**src/rtl/shift_pkg.sv**
```systemverilog
// Shared constants and state encoding for the shift feeder and its downstream shift register.
package shift_pkg;

    localparam int DEFAULT_WIDTH = 4;

    localparam logic DIR_LEFT  = 1'b0;
    localparam logic DIR_RIGHT = 1'b1;

    typedef enum logic [1:0] {
        IDLE  = 2'd0,
        SHIFT = 2'd1,
        DONE  = 2'd2
    } state_e;

endpackage

```
**src/rtl/shift_feeder_if.sv**
```systemverilog
// Command handshake plus shift-register drive bundle between a controller (master) and shift_feeder (slave).
interface shift_feeder_if #(
    parameter int WIDTH = shift_pkg::DEFAULT_WIDTH,
    parameter int LEN_W = $clog2(WIDTH + 1)
);
    logic             cmd_valid;
    logic             cmd_ready;
    logic             cmd_dir;
    logic [WIDTH-1:0] cmd_data;
    logic [LEN_W-1:0] cmd_len;
    logic             hold;
    logic             shift_left;
    logic             shift_right;
    logic             serial_in;
    logic             busy;
    logic             done;

    modport master (
        output cmd_valid, cmd_dir, cmd_data, cmd_len, hold,
        input  cmd_ready, shift_left, shift_right, serial_in, busy, done
    );

    modport slave (
        input  cmd_valid, cmd_dir, cmd_data, cmd_len, hold,
        output cmd_ready, shift_left, shift_right, serial_in, busy, done
    );
endinterface

```
**src/rtl/shift_feeder.sv**
```systemverilog
// Serialises an accepted command word into one shift enable + serial bit per clock, then pulses done.
// Fully registered: first enable the cycle after accept, done one cycle after the last enable; hold stalls SHIFT.
module shift_feeder
    import shift_pkg::*;
#(
    parameter int WIDTH = DEFAULT_WIDTH,
    parameter int LEN_W = $clog2(WIDTH + 1)
) (
    input logic           clk,
    input logic           rst,
    shift_feeder_if.slave bus
);
    localparam logic [LEN_W-1:0] LEN_FULL = LEN_W'(WIDTH);
    localparam logic [LEN_W-1:0] LEN_ONE  = LEN_W'(1);
    localparam logic [WIDTH-1:0] ONE_W    = WIDTH'(1);

    state_e           state_q, state_d;
    logic [LEN_W-1:0] cnt_q, cnt_d;
    logic [LEN_W-1:0] ptr_q, ptr_d;
    logic [WIDTH-1:0] data_q, data_d;
    logic             dir_q, dir_d;

    logic cmd_ready_q;
    logic shift_left_q, shift_left_d;
    logic shift_right_q, shift_right_d;
    logic serial_in_q, serial_in_d;
    logic busy_q;
    logic done_q;

    logic             accept;
    logic [LEN_W-1:0] len_eff;
    logic [LEN_W-1:0] ptr_first;

    function automatic logic bit_at(input logic [WIDTH-1:0] d, input logic [LEN_W-1:0] idx);
        return |(d & (ONE_W << idx));
    endfunction

    assign accept    = bus.cmd_valid && cmd_ready_q;
    assign len_eff   = (bus.cmd_len == '0 || bus.cmd_len > LEN_FULL) ? LEN_FULL : bus.cmd_len;
    // Left shifts go MSB-first over the low L bits, right shifts LSB-first.
    assign ptr_first = (bus.cmd_dir == DIR_LEFT) ? (len_eff - LEN_ONE) : '0;

    // cnt_q holds the number of enables still to present after the current one.
    always_comb begin
        state_d       = state_q;
        cnt_d         = cnt_q;
        ptr_d         = ptr_q;
        data_d        = data_q;
        dir_d         = dir_q;
        shift_left_d  = 1'b0;
        shift_right_d = 1'b0;
        serial_in_d   = 1'b0;

        unique case (state_q)
            IDLE: begin
                if (accept) begin
                    state_d       = SHIFT;
                    data_d        = bus.cmd_data;
                    dir_d         = bus.cmd_dir;
                    cnt_d         = len_eff - LEN_ONE;
                    ptr_d         = ptr_first;
                    shift_left_d  = (bus.cmd_dir == DIR_LEFT);
                    shift_right_d = (bus.cmd_dir == DIR_RIGHT);
                    serial_in_d   = bit_at(bus.cmd_data, ptr_first);
                end
            end
            SHIFT: begin
                if (bus.hold) begin
                    serial_in_d = serial_in_q;
                end else if (cnt_q == '0) begin
                    state_d = DONE;
                end else begin
                    cnt_d         = cnt_q - LEN_ONE;
                    ptr_d         = (dir_q == DIR_LEFT) ? (ptr_q - LEN_ONE) : (ptr_q + LEN_ONE);
                    shift_left_d  = (dir_q == DIR_LEFT);
                    shift_right_d = (dir_q == DIR_RIGHT);
                    serial_in_d   = bit_at(data_q, ptr_d);
                end
            end
            DONE: begin
                state_d = IDLE;
            end
            default: begin
                state_d = IDLE;
            end
        endcase
    end

    always_ff @(posedge clk) begin
        if (rst) begin
            state_q       <= IDLE;
            cnt_q         <= '0;
            ptr_q         <= '0;
            data_q        <= '0;
            dir_q         <= DIR_LEFT;
            cmd_ready_q   <= 1'b1;
            shift_left_q  <= 1'b0;
            shift_right_q <= 1'b0;
            serial_in_q   <= 1'b0;
            busy_q        <= 1'b0;
            done_q        <= 1'b0;
        end else begin
            state_q       <= state_d;
            cnt_q         <= cnt_d;
            ptr_q         <= ptr_d;
            data_q        <= data_d;
            dir_q         <= dir_d;
            cmd_ready_q   <= (state_d == IDLE);
            shift_left_q  <= shift_left_d;
            shift_right_q <= shift_right_d;
            serial_in_q   <= serial_in_d;
            busy_q        <= (state_d != IDLE);
            done_q        <= (state_d == DONE);
        end
    end

    assign bus.cmd_ready   = cmd_ready_q;
    assign bus.shift_left  = shift_left_q;
    assign bus.shift_right = shift_right_q;
    assign bus.serial_in   = serial_in_q;
    assign bus.busy        = busy_q;
    assign bus.done        = done_q;
endmodule

```
**src/flat_wrapper.sv**
```systemverilog
// flat-port wrapper written by rule: the top's interface ports become plain ports
module shift_feeder_flat import shift_pkg::*;
#(
    parameter int WIDTH = DEFAULT_WIDTH,
    parameter int LEN_W = $clog2(WIDTH + 1)
)
  (clk, rst, bus_cmd_valid, bus_cmd_dir, bus_cmd_data, bus_cmd_len, bus_hold, bus_cmd_ready, bus_shift_left, bus_shift_right, bus_serial_in, bus_busy, bus_done);
  shift_feeder_if #(.WIDTH(WIDTH), .LEN_W(LEN_W)) bus_i ();
  input logic clk;
  input logic rst;
  input wire logic [$bits(bus_i.cmd_valid)-1:0] bus_cmd_valid;
  input wire logic [$bits(bus_i.cmd_dir)-1:0] bus_cmd_dir;
  input wire logic [$bits(bus_i.cmd_data)-1:0] bus_cmd_data;
  input wire logic [$bits(bus_i.cmd_len)-1:0] bus_cmd_len;
  input wire logic [$bits(bus_i.hold)-1:0] bus_hold;
  output wire logic [$bits(bus_i.cmd_ready)-1:0] bus_cmd_ready;
  output wire logic [$bits(bus_i.shift_left)-1:0] bus_shift_left;
  output wire logic [$bits(bus_i.shift_right)-1:0] bus_shift_right;
  output wire logic [$bits(bus_i.serial_in)-1:0] bus_serial_in;
  output wire logic [$bits(bus_i.busy)-1:0] bus_busy;
  output wire logic [$bits(bus_i.done)-1:0] bus_done;
  assign bus_i.cmd_valid = bus_cmd_valid;
  assign bus_i.cmd_dir = bus_cmd_dir;
  assign bus_i.cmd_data = bus_cmd_data;
  assign bus_i.cmd_len = bus_cmd_len;
  assign bus_i.hold = bus_hold;
  assign bus_cmd_ready = bus_i.cmd_ready;
  assign bus_shift_left = bus_i.shift_left;
  assign bus_shift_right = bus_i.shift_right;
  assign bus_serial_in = bus_i.serial_in;
  assign bus_busy = bus_i.busy;
  assign bus_done = bus_i.done;
  shift_feeder #(.WIDTH(WIDTH), .LEN_W(LEN_W)) u_core (.clk(clk), .rst(rst), .bus(bus_i));
endmodule
```
**config.mk**
```make
export PLATFORM = sky130hd
export DESIGN_NAME = shift_feeder_flat
export DESIGN_NICKNAME = d
export VERILOG_FILES = /design/src/rtl/shift_pkg.sv /design/src/rtl/shift_feeder_if.sv /design/src/rtl/shift_feeder.sv /design/src/flat_wrapper.sv
export SDC_FILE = /design/constraint.sdc
export NUM_CORES = 1
export LEC_CHECK = 0
export ABC_AREA = 1
export BUFFER_PORTS_ARGS = -buffer_cell sky130_fd_sc_hd__buf_2
export CAP_MARGIN = 15
export CORE_MARGIN = 2
export CORE_UTILIZATION = 58
export CTS_CLUSTER_SIZE = 12
export DETAILED_ROUTE_END_ITERATION = 10
export GPL_ROUTABILITY_DRIVEN = 0
export PLACE_DENSITY = 0.79
export SKIP_LAST_GASP = 1
export SYNTH_ARGS = -nofsm -noshare
export SYNTH_HDL_FRONTEND = slang
export SYNTH_SLANG_ARGS = --single-unit
export TNS_END_PERCENT = 1
```
**constraint.sdc**
```tcl
create_clock -name clk -period 3.75 [get_ports clk]
set_clock_uncertainty 0.05 [all_clocks]
set_input_delay 0.75 -clock clk [delete_from_list [all_inputs] [get_ports clk]]
set_output_delay 0.75 -clock clk [all_outputs]
set_load 0.05 [all_outputs]
```
Word-level counts from Yosys, hierarchy flattened
Cells that the tools add are included.
{"block": "word_totals", "inputBits": 12, "word_cells": 66, "out_inout_bits": 6, "reg_bits": 19}
{"block": "op_classes", "n_eq_ne": 5, "n_shift": 2, "bitwise": 4, "n_reduce_logical": 12, "addsub": 4, "order_cmp": 1, "n_mux": 27}
{"op": "2-to-1 mux 3 bit", "n": 9}
{"op": "one-hot mux 3 bit (2 select lines)", "n": 2}
{"op": "2-to-1 mux 1 bit", "n": 9}
{"op": "subtractor 3 x 1 -> 3 bit, second input constant", "n": 3}
{"op": "bitwise AND 4 bit", "n": 2}
{"op": "OR reduction 4 bit", "n": 2}
{"op": "left shift 1 x 3 -> 4 bit, first input constant", "n": 2}
{"op": "logical NOT 3 bit", "n": 2}
{"op": "2-to-1 mux 2 bit", "n": 3}
{"op": "one-hot mux 1 bit (2 select lines)", "n": 3}
{"op": "logical NOT 2 bit", "n": 2}
{"op": "inequality test 2 bit, second input constant", "n": 2}
{"op": "one-hot mux 2 bit (2 select lines)", "n": 1}
{"op": "AND reduction 4 bit", "n": 1}
{"op": "nonzero test 2 bit", "n": 2}
{"op": "adder 3 x 1 -> 3 bit, second input constant", "n": 1}
{"op": "> comparator 3 bit, second input constant", "n": 1}
{"op": "equality test 2 x 1 -> 1 bit, second input constant", "n": 1}
{"op": "equality test 2 bit, second input constant", "n": 1}
{"op": "inequality test 2 x 1 -> 1 bit, second input constant", "n": 1}
{"op": "NOT 1 bit", "n": 2}
{"op": "AND reduction 2 bit", "n": 1}
{"op": "logical AND 1 bit", "n": 1}
{"op": "logical OR 1 bit", "n": 1}

Depth between registers and ports, before layout
{"block": "logic_depth", "ltp_word": 10, "ltp_mapped": 14, "ltp_nobuf": 14}

Least setup slack after synthesis
OpenSTA, ideal clock, no wires.
{"block": "synth_path", "kind": "input -> register", "from": "input bus_cmd_len[1]", "to": "register u_core.serial_in_q (netlist: u_core.bus.serial_in)", "setup_slack_ps": 1328, "setup_time_ps": 117, "t_arrival_ps": 2256, "n_path_buf": 0, "path_stages": 13, "required_time_ps": 3583, "cell_sequence": "or2_2 > ha_1 > inv_1 > nand2_1 > ha_1 > nor2_1 > inv_1 > nand2_1 > nand3_1 > nand3_1 > nand2_1 > nand2_1 > a21oi_1"}
{"block": "synth_via", "elab_chain_len": 10, "word_cells_on_any_way": 11, "cone_classes": "add/sub (1); order compare (1); shift (1); mux (4); bitwise (1); reduce/logical (3)"}
{"element": "start: declaration", "line_no": "flat_wrapper.sv:14", "source": "input wire logic [$bits(bus_i.cmd_len)-1:0] bus_cmd_len;"}
{"element": "> comparator 3 bit or logical NOT 3 bit (tied branches)", "line_no": "shift_feeder.sv:39", "source": "assign len_eff = (bus.cmd_len == '0 || bus.cmd_len > LEN_FULL) ? LEN_FULL : bus.cmd_len;"}
{"element": "logical OR 1 bit", "line_no": "shift_feeder.sv:39"}
{"element": "2-to-1 mux 3 bit *", "line_no": "shift_feeder.sv:39"}
{"element": "subtractor 3 x 1 -> 3 bit *", "line_no": "shift_feeder.sv:41", "source": "assign ptr_first = (bus.cmd_dir == DIR_LEFT) ? (len_eff - LEN_ONE) : '0;"}
{"element": "2-to-1 mux 3 bit *", "line_no": "shift_feeder.sv:41"}
{"element": "left shift 1 x 3 -> 4 bit *", "line_no": "shift_feeder.sv:35", "source": "return |(d & (ONE_W << idx));"}
{"element": "bitwise AND 4 bit *", "line_no": "shift_feeder.sv:35"}
{"element": "OR reduction 4 bit *", "line_no": "shift_feeder.sv:35"}
{"element": "2-to-1 mux 1 bit *", "line_no": "shift_feeder.sv:56", "source": "if (accept) begin"}
{"element": "one-hot mux 1 bit (2 select lines) *", "line_no": "shift_feeder.sv:54", "source": "unique case (state_q)"}
{"element": "end signal: assignment", "line_no": "shift_feeder.sv:111", "source": "serial_in_q <= serial_in_d;"}
{"element": "end: declaration", "line_no": "shift_feeder.sv:26", "source": "logic serial_in_q, serial_in_d;"}
Mark *: on every way between the ends. The rest lies on a longest branch, timed or not.
A chain may end at the register's enable or synchronous reset.

Worst setup path in the final report
Ends and elaborated chain as after synthesis.

==> impl_results.md <==
* Yosys warns at 0
* Actual slew at the worst max-slew pin at 307 ps
* # clock sinks at 19
* Critical path data arrival time at 2490 ps
* CP Class: in2reg
* Routed len/inst at 10.7 um
* Fmax achieved at 0.427 GHz
* Core area at 1750 um^2
* Number of enable flip-flop cells after synthesis at 0
* Placement Cell Area at 1200 um^2
* LEAKAGE at 0.627 nW
* Die height at 47.4 um
* Rel. slew slack at 79.4%
* Final HPWL DP at 1630 um
* H-tree depth at 1
* Final TNS setup at 0 ps
* Via count at 994
* Syn Nets at 172
* Fin crit share at 62.4%
* Number of DRC markers in iteration 0 at 17
* Slowest CP cell: ha_1
* Fin nets at 193
* Syn avg cell area at 7.30 um^2
* Vias in the first global route at 846
* Seq cells post-synth at 19
* # rows at 15
* First-pass GRT wire length at 3380 um
* Area leader, netlist: dfxtp_1
* Synth unique cells at 26
* Antenna Violating Nets Remaining at 0
* GR Overflow Total at 0
* Post-Route WL at 2080 um
* Drt pass-1 iters at 4
* GR Util All Layers at 22.0%
* Final hold vios at 0
* Starting Density at 62.7%
* Filler Cells Inserted at 160
* Synth top area share at 34.7%
* Maxcap violations at 0
* Fin area at 1220 um^2
* Critical path, cell by cell: buf_2, or2_2, ha_1, inv_1, nand2_1, ha_1, nor2_1, inv_1, nand2_1, nand3_1, nand3_1, nand2_1, nand2_1, a21oi_1
* Max Transition Viols Final at 0
* CP Max Fanout at 3
* Final Critical Period at 2340 ps
* Crit path largest cell delay at 320 ps
* # DRC at 0
* Top-count cell post-synth: nand2_1
* Cells taking the most area after synthesis: dfxtp_1 (35%), ha_1 (10%), nand2_1 (9.9%)
* TritonCTS clock tree: yes
* Clock buffer depth at 2
* Post_cts resized at 0
* Synth Cell Area at 1090 um^2
* Post-CTS Setup Inserts at 0
* Fraction of layout cells with a size suffix above 1 at 19.4%
* FFs w/ async S/R, synth at 0%
* Commonest cells post-synth: nand2_1 (29), inv_1 (22), dfxtp_1 (19)
* Storage cell area at 380 um^2
* Vias per std cell at 5.10
* Area grow syn2layout at 11.7%
* Req. time, crit path at 3900 ps
* Sequential fraction of the synthesis area at 34.7%
* RSZ-0062 raised after global routing: false
* Cell repeated most along the worst path: nand2_1
* Worst hold slack at 425 ps
* Ys flop type: dfxtp_1
* Outcome: finished clean
* Multi-input logic area at 598 um^2
* Cell count after synthesis at 150
* Die width at 47.4 um
* Setup crit start kind: input port
* PD cells at 550 nW/um^2
* Num CTS Buffers at 3
* # hold bufs at CTS at 0
* Die area at 2250 um^2
* Antenna violations before repair at 0
* Critical path capture point type: register
* IO buf count at 17
* Final setup violation count at 0
* Clk pin slew, worst setup/hold paths at 100 ps
* Peak VDD IR at 0.000298 V
* Clock root buffer: clkbuf_4
* HP Class: reg2reg
* Diode count at 0
* Pin count of the biggest net entering global routing at 13
* # IOs at 18
* Clk_lat worst skew at 300 ps
==> per-layer routing <==
layer,global-route usage [%],up-vias,share of wire (%)
met5,0,-,0
met4,11.7,0,2.3
met3,3.40,5,4.9
met2,36.5,24,47
met1,27.2,446,46
li1,-,519,-
==> through the flow <==
stage / setup WS [ps] / util [%] / cells / power (W)
after floorplan: 1330 / - / 150 / 0.000514
after global placement: 1160 / 68.5 / 191 / 0.000563
after detailed placement: 1100 / 68.5 / 191 / 0.000574
after CTS: 1420 / 70.0 / 195 / 0.000680
after global routing: 1260 / 70.0 / 195 / 0.000730
final: 1410 / 70.0 / 195 / 0.000673
==> where the power goes <==
| part | total [W] | leakage (nW) | switching (W) | internal [W] |
|---|---|---|---|---|
| registers | 0.000269 | 0.157 | 0.0000260 | 0.000243 |
| clock network | 0.000104 | 0.0150 | 0.0000630 | 0.0000415 |
| logic | 0.000299 | 0.456 | 0.000200 | 0.0000991 |
| total | 0.000673 | 0.627 | 0.000289 | 0.000384 |
==> kinds of logic after synthesis <==
| kind of cell | count (synthesis) | share of synthesized area, % |
|---|---|---|
| buffers and inverters | 28 | 10.6 |
| AOI/OAI and AO/OA | 30 | 17.6 |
| xor gates and xnor gates | 1 | 0.800 |
| adders and majority gates | 10 | 12.1 |
| and+or+nand+nor | 62 | 24.1 |
| DFF | 19 | 34.7 |
==> sequential cells by signal (all words and copies together), names as in the netlist <==
register and count:
u_core.bus.shift_left 1, u_core.data_q 4, u_core.cnt_q 3, u_core.ptr_q 3, u_core.bus.shift_right 1, u_core.bus.busy 1
u_core.bus.cmd_ready 1, u_core.bus.done 1, u_core.state_q 2, u_core.bus.serial_in 1, u_core.dir_q 1
==> layout by cell type (no fill, tap or decap), types with 5 or more instances in the layout <==
master / count
ha_1: 9
o21ai_0: 13
a21oi_1: 9
inv_1: 22
inv_2: 5
nor2_1: 18
nand3_1: 7
dfxtp_1: 19
buf_2: 17
nand2_1: 29
==> area by class of cell <==
| cell class | instances | share of cell area [%] |
|---|---|---|
| multi-input cells | 103 | 48.9 |
| flip-flops and latches | 19 | 31.1 |
| well taps | 25 | 2.56 |
| clock buffers | 4 | 2.15 |
| repair buffers | 17 | 6.96 |
| inverters | 27 | 8.29 |
==> critical path, delay by kind of cell <==
kind / cells / cell delay (ps)
simple gates: 8 / 840
fa+ha+maj: 2 / 590
buf+inv: 3 / 260
compound gates: 1 / 50
==> worst paths after layout <==
path | start | to | slack [ps] | cells after the start
worst max-delay path | bus_cmd_len[1] | u_core.bus.serial_in$_SDFFE_PP0P_ | 1410 | 14
worst min-delay path | u_core.bus.serial_in$_SDFFE_PP0P_ | u_core.bus.serial_in$_SDFFE_PP0P_ | 430 | 2
worst max register to register | u_core.dir_q$_SDFFE_PP0P_ | u_core.bus.serial_in$_SDFFE_PP0P_ | 1980 | 12
worst min register to register | u_core.bus.serial_in$_SDFFE_PP0P_ | u_core.bus.serial_in$_SDFFE_PP0P_ | 430 | 2
(Power assumes the default switching activity.)
